==> src/rtl/johnson_phase_decoder_if.sv <==
// Purpose: bundles the Johnson code input, control strobes and decoded phase outputs.
// Latency: none, wiring only.
// Backpressure: none; the decoder consumes a code every cycle.
interface johnson_phase_decoder_if #(
    parameter int WIDTH = 4,
    parameter int REV_W = 8
);
    localparam int NPH   = 2 * WIDTH;
    localparam int IDX_W = $clog2(NPH);

    // Upstream side: code stream plus control strobes
    logic [WIDTH-1:0] count_in;
    logic             resync;
    logic             err_clr;

    // Decoder side: registered phase information and status
    logic             valid;
    logic [IDX_W-1:0] phase_idx;
    logic [NPH-1:0]   phase_onehot;
    logic             illegal;
    logic             seq_err;
    logic             rev_tick;
    logic [REV_W-1:0] rev_count;

    // Drives codes and strobes, observes decoded outputs
    modport master (
        output count_in, resync, err_clr,
        input  valid, phase_idx, phase_onehot, illegal, seq_err, rev_tick, rev_count
    );

    // The decoder itself
    modport slave (
        input  count_in, resync, err_clr,
        output valid, phase_idx, phase_onehot, illegal, seq_err, rev_tick, rev_count
    );
endinterface

==> src/rtl/johnson_phase_decoder.sv <==
// Purpose: decode Johnson codes to phase index/one-hot, police the sequence, count revolutions.
// Latency: 1 cycle, a code sampled at edge N appears on the outputs after edge N.
// Backpressure: none; every cycle's code is consumed, stalls show up as repeated codes.
module johnson_phase_decoder #(
    parameter int WIDTH = 4,
    parameter int REV_W = 8
) (
    input  logic                   clk,
    input  logic                   clear,
    johnson_phase_decoder_if.slave bus
);
    localparam int NPH   = 2 * WIDTH;
    localparam int IDX_W = $clog2(NPH);

    localparam logic [IDX_W-1:0] LAST_IDX = IDX_W'(NPH - 1);

    typedef enum logic {
        SYNC  = 1'b0,   // no reference code yet, next legal code is taken as-is
        TRACK = 1'b1    // prev index held in phase_idx_q, steps are checked
    } state_t;

    state_t           state_q, state_d;
    logic             valid_q, valid_d;
    logic [IDX_W-1:0] phase_idx_q, phase_idx_d;
    logic [NPH-1:0]   phase_onehot_q, phase_onehot_d;
    logic             illegal_q, illegal_d;
    logic             seq_err_q, seq_err_d;
    logic             rev_tick_q, rev_tick_d;
    logic [REV_W-1:0] rev_count_q, rev_count_d;
    logic             resync_q;

    logic             code_legal;
    logic [IDX_W-1:0] code_idx;
    logic [IDX_W-1:0] succ_idx;
    logic             err_set;

    // Johnson code for phase k: first W phases fill ones from the LSB,
    // the remaining phases drain them from the LSB again.
    function automatic logic [WIDTH-1:0] code_of(input int k);
        logic [WIDTH-1:0] c;
        c = '0;
        for (int j = 0; j < WIDTH; j++) begin
            if (k <= WIDTH) c[j] = (j < k);
            else            c[j] = (j >= k - WIDTH);
        end
        return c;
    endfunction

    function automatic logic [NPH-1:0] onehot_of(input logic [IDX_W-1:0] idx);
        logic [NPH-1:0] o;
        o      = '0;
        o[idx] = 1'b1;
        return o;
    endfunction

    // Match the incoming code against every legal map entry
    always_comb begin
        code_legal = 1'b0;
        code_idx   = '0;
        for (int k = 0; k < NPH; k++) begin
            if (bus.count_in == code_of(k)) begin
                code_legal = 1'b1;
                code_idx   = IDX_W'(k);
            end
        end
    end

    // Expected successor of the held phase; 2W need not be a power of two
    always_comb begin
        succ_idx = (phase_idx_q == LAST_IDX) ? '0 : phase_idx_q + IDX_W'(1);
    end

    // Next-state and output decisions for the SYNC/TRACK tracker
    always_comb begin
        state_d        = state_q;
        valid_d        = valid_q;
        phase_idx_d    = phase_idx_q;
        phase_onehot_d = phase_onehot_q;
        illegal_d      = 1'b0;
        rev_tick_d     = 1'b0;
        rev_count_d    = rev_count_q;
        err_set        = 1'b0;

        if (!code_legal) begin
            // Any illegal code drops lock; phase_idx keeps its last value
            illegal_d      = 1'b1;
            err_set        = 1'b1;
            valid_d        = 1'b0;
            phase_onehot_d = '0;
            state_d        = SYNC;
        end else if (state_q == SYNC) begin
            // First legal code becomes the reference, nothing to compare against
            state_d        = TRACK;
            valid_d        = 1'b1;
            phase_idx_d    = code_idx;
            phase_onehot_d = onehot_of(code_idx);
        end else if (code_idx == phase_idx_q) begin
            // Upstream held its value: nothing changes
            valid_d = 1'b1;
        end else begin
            // Any other legal code is accepted; only its legitimacy differs
            valid_d        = 1'b1;
            phase_idx_d    = code_idx;
            phase_onehot_d = onehot_of(code_idx);
            if (code_idx == succ_idx) begin
                if (phase_idx_q == LAST_IDX) begin
                    rev_tick_d  = 1'b1;
                    rev_count_d = rev_count_q + REV_W'(1);
                end
            end else if (!(bus.resync || resync_q)) begin
                // Unannounced jump: flag it but re-anchor on the new phase
                err_set = 1'b1;
            end
        end

        // Sticky error: a new error beats a simultaneous clear request
        if (err_set)          seq_err_d = 1'b1;
        else if (bus.err_clr) seq_err_d = 1'b0;
        else                  seq_err_d = seq_err_q;
    end

    // State and output registers with synchronous active-low clear
    always_ff @(posedge clk) begin
        if (!clear) begin
            state_q        <= SYNC;
            valid_q        <= 1'b0;
            phase_idx_q    <= '0;
            phase_onehot_q <= '0;
            illegal_q      <= 1'b0;
            seq_err_q      <= 1'b0;
            rev_tick_q     <= 1'b0;
            rev_count_q    <= '0;
            resync_q       <= 1'b0;
        end else begin
            state_q        <= state_d;
            valid_q        <= valid_d;
            phase_idx_q    <= phase_idx_d;
            phase_onehot_q <= phase_onehot_d;
            illegal_q      <= illegal_d;
            seq_err_q      <= seq_err_d;
            rev_tick_q     <= rev_tick_d;
            rev_count_q    <= rev_count_d;
            resync_q       <= bus.resync;
        end
    end

    assign bus.valid        = valid_q;
    assign bus.phase_idx    = phase_idx_q;
    assign bus.phase_onehot = phase_onehot_q;
    assign bus.illegal      = illegal_q;
    assign bus.seq_err      = seq_err_q;
    assign bus.rev_tick     = rev_tick_q;
    assign bus.rev_count    = rev_count_q;

endmodule

==> src/flat_wrapper.sv <==
// flat-port wrapper written by rule: the top's interface ports become plain ports
module johnson_phase_decoder_flat 
#(
    parameter int WIDTH = 4,
    parameter int REV_W = 8
)
  (clk, clear, bus_count_in, bus_resync, bus_err_clr, bus_valid, bus_phase_idx, bus_phase_onehot, bus_illegal, bus_seq_err, bus_rev_tick, bus_rev_count);
  johnson_phase_decoder_if #(.WIDTH(WIDTH), .REV_W(REV_W)) bus_i ();
  input  logic clk;
  input  logic clear;
  input wire logic [$bits(bus_i.count_in)-1:0] bus_count_in;
  input wire logic [$bits(bus_i.resync)-1:0] bus_resync;
  input wire logic [$bits(bus_i.err_clr)-1:0] bus_err_clr;
  output wire logic [$bits(bus_i.valid)-1:0] bus_valid;
  output wire logic [$bits(bus_i.phase_idx)-1:0] bus_phase_idx;
  output wire logic [$bits(bus_i.phase_onehot)-1:0] bus_phase_onehot;
  output wire logic [$bits(bus_i.illegal)-1:0] bus_illegal;
  output wire logic [$bits(bus_i.seq_err)-1:0] bus_seq_err;
  output wire logic [$bits(bus_i.rev_tick)-1:0] bus_rev_tick;
  output wire logic [$bits(bus_i.rev_count)-1:0] bus_rev_count;
  assign bus_i.count_in = bus_count_in;
  assign bus_i.resync = bus_resync;
  assign bus_i.err_clr = bus_err_clr;
  assign bus_valid = bus_i.valid;
  assign bus_phase_idx = bus_i.phase_idx;
  assign bus_phase_onehot = bus_i.phase_onehot;
  assign bus_illegal = bus_i.illegal;
  assign bus_seq_err = bus_i.seq_err;
  assign bus_rev_tick = bus_i.rev_tick;
  assign bus_rev_count = bus_i.rev_count;
  johnson_phase_decoder #(.WIDTH(WIDTH), .REV_W(REV_W)) u_core (.clk(clk), .clear(clear), .bus(bus_i));
endmodule
==> config.mk <==
export PLATFORM = sky130hd
export DESIGN_NAME = johnson_phase_decoder_flat
export DESIGN_NICKNAME = d
export VERILOG_FILES = /design/src/rtl/johnson_phase_decoder_if.sv /design/src/rtl/johnson_phase_decoder.sv /design/src/flat_wrapper.sv
export SDC_FILE = /design/constraint.sdc
export NUM_CORES = 1
export LEC_CHECK = 0
export CELL_PAD_IN_SITES_DETAIL_PLACEMENT = 2
export CELL_PAD_IN_SITES_GLOBAL_PLACEMENT = 2
export CORE_AREA = 2 2 62 87
export DETAILED_ROUTE_END_ITERATION = 10
export DIE_AREA = 0 0 64 89
export MAX_ROUTING_LAYER = met4
export PLACE_DENSITY = 0.85
export SLEW_MARGIN = 20
export SYNTH_ARGS = -nofsm -noshare
export SYNTH_HDL_FRONTEND = slang
export SYNTH_SLANG_ARGS = --single-unit
==> constraint.sdc <==
create_clock -name clk -period 2.4 [get_ports clk]
set_input_delay 0.72 -clock clk [delete_from_list [all_inputs] [get_ports clk]]
set_output_delay 0.72 -clock clk [all_outputs]
set_load 0.02 [all_outputs]
==> run summary <==
R2R setup slack - 130 ps
Fin. max-slew vios - 0
Post-synth net total - 168
Crit path from - u_core.bus.phase_idx[1]
Largest net degree at the start of global routing - 15
Initial core utilization - 29.7%
Post-Synthesis Cells - 157
Detailed router's first-iteration violation count - 51
Max-Cap Viols - 0
Final nets - 236
Final core utilization - 47.7%
Number of enable flip-flop cells after synthesis - 0
Min Clock Period, post-route - 2320 ps
Yosys top cell by area - dfxtp_1
Status - finished, final reports clean
Register bit count reported by yosys - 24
Sw frac - 30.5%
Drt drc - 0
Most frequent cells in the layout - buf_4, clkdlybuf4s50_1, dfxtp_1
Sw Pwr - 0.353 mW
Final Cell Area - 2310 sq um
Via count of the routed design - 1545
Tightest Pin Transition - 389 ps
Syn Std Cell Area - 1440 sq um
1st-pass router iterations - 4
Critical Path Sink - bus_phase_idx[1]
Setup ws final - 80.3 ps
RSZ-0062 raised after global routing - no
Final hold violation count - 0
WL final - 6.13 mm
Commonest non-fill, non-tap cell in the layout - buf_4
Worst Path Arrival - 1600 ps
Clock Latency Late Sink - 280 ps
Slew headroom - 73.8%
Vias in the first global route - 1732
Tcrit/Tclk final - 96.7%
Core box area - 4840 sq um
Leakage - 0.918 nW
Average size of a mapped cell - 9.17 sq um
Crit path max fanout - 7
Initial antenna violation count - 0
Clock buffer depth - 2
Yosys top cell area share - 33.4%
Worst hold path class - register to register
Die H - 89 um
CP Class - register to output port
Asr flop ratio synth - 0%
Tot GR Track Use - 21.5%
Clk slew on worst S/H paths - 100 ps
Antenna diodes - 0
Clk root buf - clkbuf_8
Final antenna-violating net count - 0
Setup TNS - 0 ps
H-tree levels - 1
Critical path launch point type - register
Placer Congestion - 0.799
Die Area - 5700 sq um
Post-synthesis cell type count - 52
Setup violation total in the final timing report - 0
TritonCTS Buffers - 3
Power Internal - 0.805 mW
Setup WS pre-CTS - -594 ps
Worst reg-to-reg path cell count - 7
DIE WIDTH - 64 um
CP required - 1680 ps
CP Capture Type - output port
CTS tree - built
Reg2reg end - u_core.bus.seq_err
Area after DPL - 2000 sq um
CP top delay family - buffers and inverters
Share of layout cells above drive strength 1 - 36.2%
Synth top area cells - dfxtp_1, mux2i_1, nor2_1, buf_6, ha_1
Io pins - 31
Worst Path Buf+Inv - 2
PortBufs - 30
Comb power frac - 30.5%
Main synth FF type - dfxtp_1
Global-route wire length before repair - 9.06 mm
Max Clk Rate - 0.431 GHz
CP Cell Sequence - buf_4, clkdlybuf4s50_1
Worst reg2reg startpoint - u_core.bus.phase_idx[2]
WP depth - 2
Clock share of power - 32.8%
Vias per inst - 5.36
Worst Skew - 8.43 ps
Crit-path slowest cell - clkdlybuf4s50_1
Post-synthesis sequential area ratio - 33.4%
Ys Warns - 0
Dpl hpwl - 3.96 mm
Power Dens Cells - 502 nW/um^2
Routed len/inst - 21.3 um
Filler cells - 507
Worst VDD drop - 0.304 mV
Area grow syn2layout - 60.3%
Reg power frac - 36.8%
Clk sinks - 24
Fin Hold WS - 507 ps
Max incr delay on CP - 630 ps
Grt total ovfl - 0
Num rows - 30
final cells by class:
type	count	area [sq um]	share of cell area, %
Multi-Input combinational cell	120	1040	45.0
Timing Repair Buffer	70	616	26.7
Sequential cell	24	480	20.8
Tap cell	64	80.1	3.47
Clock buffer	3	41.3	1.79
Clock inverter	1	30.0	1.30
Inverter	6	22.5	0.976
metrics by stage:
stage | power, mW | cells
floorplan | 0.576 | 157
detailed placement | 0.713 | 275
global placement | 0.693 | 275
finish | 1.16 | 288
CTS | 1.11 | 284
global route | 1.20 | 288
worst register-to-register path, stage by stage, from the launching register on:
cell      delay [ps]
dfxtp_1          560
ha_1             380
nand2_1          150
a21oi_4           50
buf_4            140
or3_4            360
a2111o_1         420
a31oi_1          130
synthesized netlist by cell type (2+ instances only):
cell      instances
nor2b_1           2
nand3_1           6
inv_1             6
a21oi_1           7
and2_1            3
ha_1              3
a311oi_2          2
buf_6             4
xnor2_1           4
nand2b_1          5
nand3b_1          2
or4_1             4
nor3_1            5
o31ai_1           4
mux2i_1          13
nor4_1            2
nand2_1          10
dfxtp_1          24
a22oi_2           2
nand4_1           2
nor2_1           15
and3_1            2
power groups by stage:
stage	sequential, mW	clock, mW	combinational, mW
floorplan	0.444	0	0.132
global placement	0.430	0	0.263
detailed placement	0.432	0	0.281
CTS	0.423	0.380	0.308
global route	0.427	0.398	0.375
finish	0.426	0.380	0.353
per-layer routing:
metal	vias to the layer above	track usage, %	routed length [um]
met5	-	-	0
met2	44	41.8	3400
met4	0	11.1	238
li1	712	-	-
met3	19	2.39	143
met1	770	20.7	2340
worst min-delay path by stage:
stage,startpoint,end,slack (ps),cells after the start
after CTS,u_core.bus.phase_onehot[3],u_core.bus.phase_onehot[3],490,2
after global placement,u_core.bus.rev_count[7],u_core.bus.rev_count[7],460,2
after floorplan,u_core.resync_q,u_core.bus.seq_err,490,2
final,u_core.bus.seq_err,u_core.bus.seq_err,510,2
after detailed placement,u_core.bus.phase_onehot[3],u_core.bus.phase_onehot[3],480,2
after global routing,u_core.bus.rev_count[7],u_core.bus.rev_count[7],540,2
sequential cells by signal (all words and copies together) (netlist names):
signal,count
u_core.bus.seq_err,1
u_core.bus.illegal,1
u_core.bus.phase_onehot,8
u_core.bus.rev_count,8
u_core.state_q,1
u_core.resync_q,1
u_core.bus.phase_idx,3
u_core.bus.rev_tick,1
cell families (layout without fill, tap and decap cells):
group                    Yosys count  count (layout)  synth area share [%]
adder cells (fa/ha/maj)            3               3                  2.61
AO/OA/AOI/OAI                     30              30                  18.9
flip-flops                        24              24                  33.4
multiplexers                      13              13                  9.04
XOR/XNOR                           5               5                  3.04
AND/OR/NAND/NOR                   69              69                  27.3
buffers and inverters             13              80                  5.82
repair_timing:
action,4_1_cts,5_1_grt
endpoints found under the setup margin,20,18
gates resized for setup,22,21
gates cloned,2,1
setup buffers,3,3
hold buffers,0,0
pin swaps,13,12
Note: power is estimated with default switching activity, not from simulation.
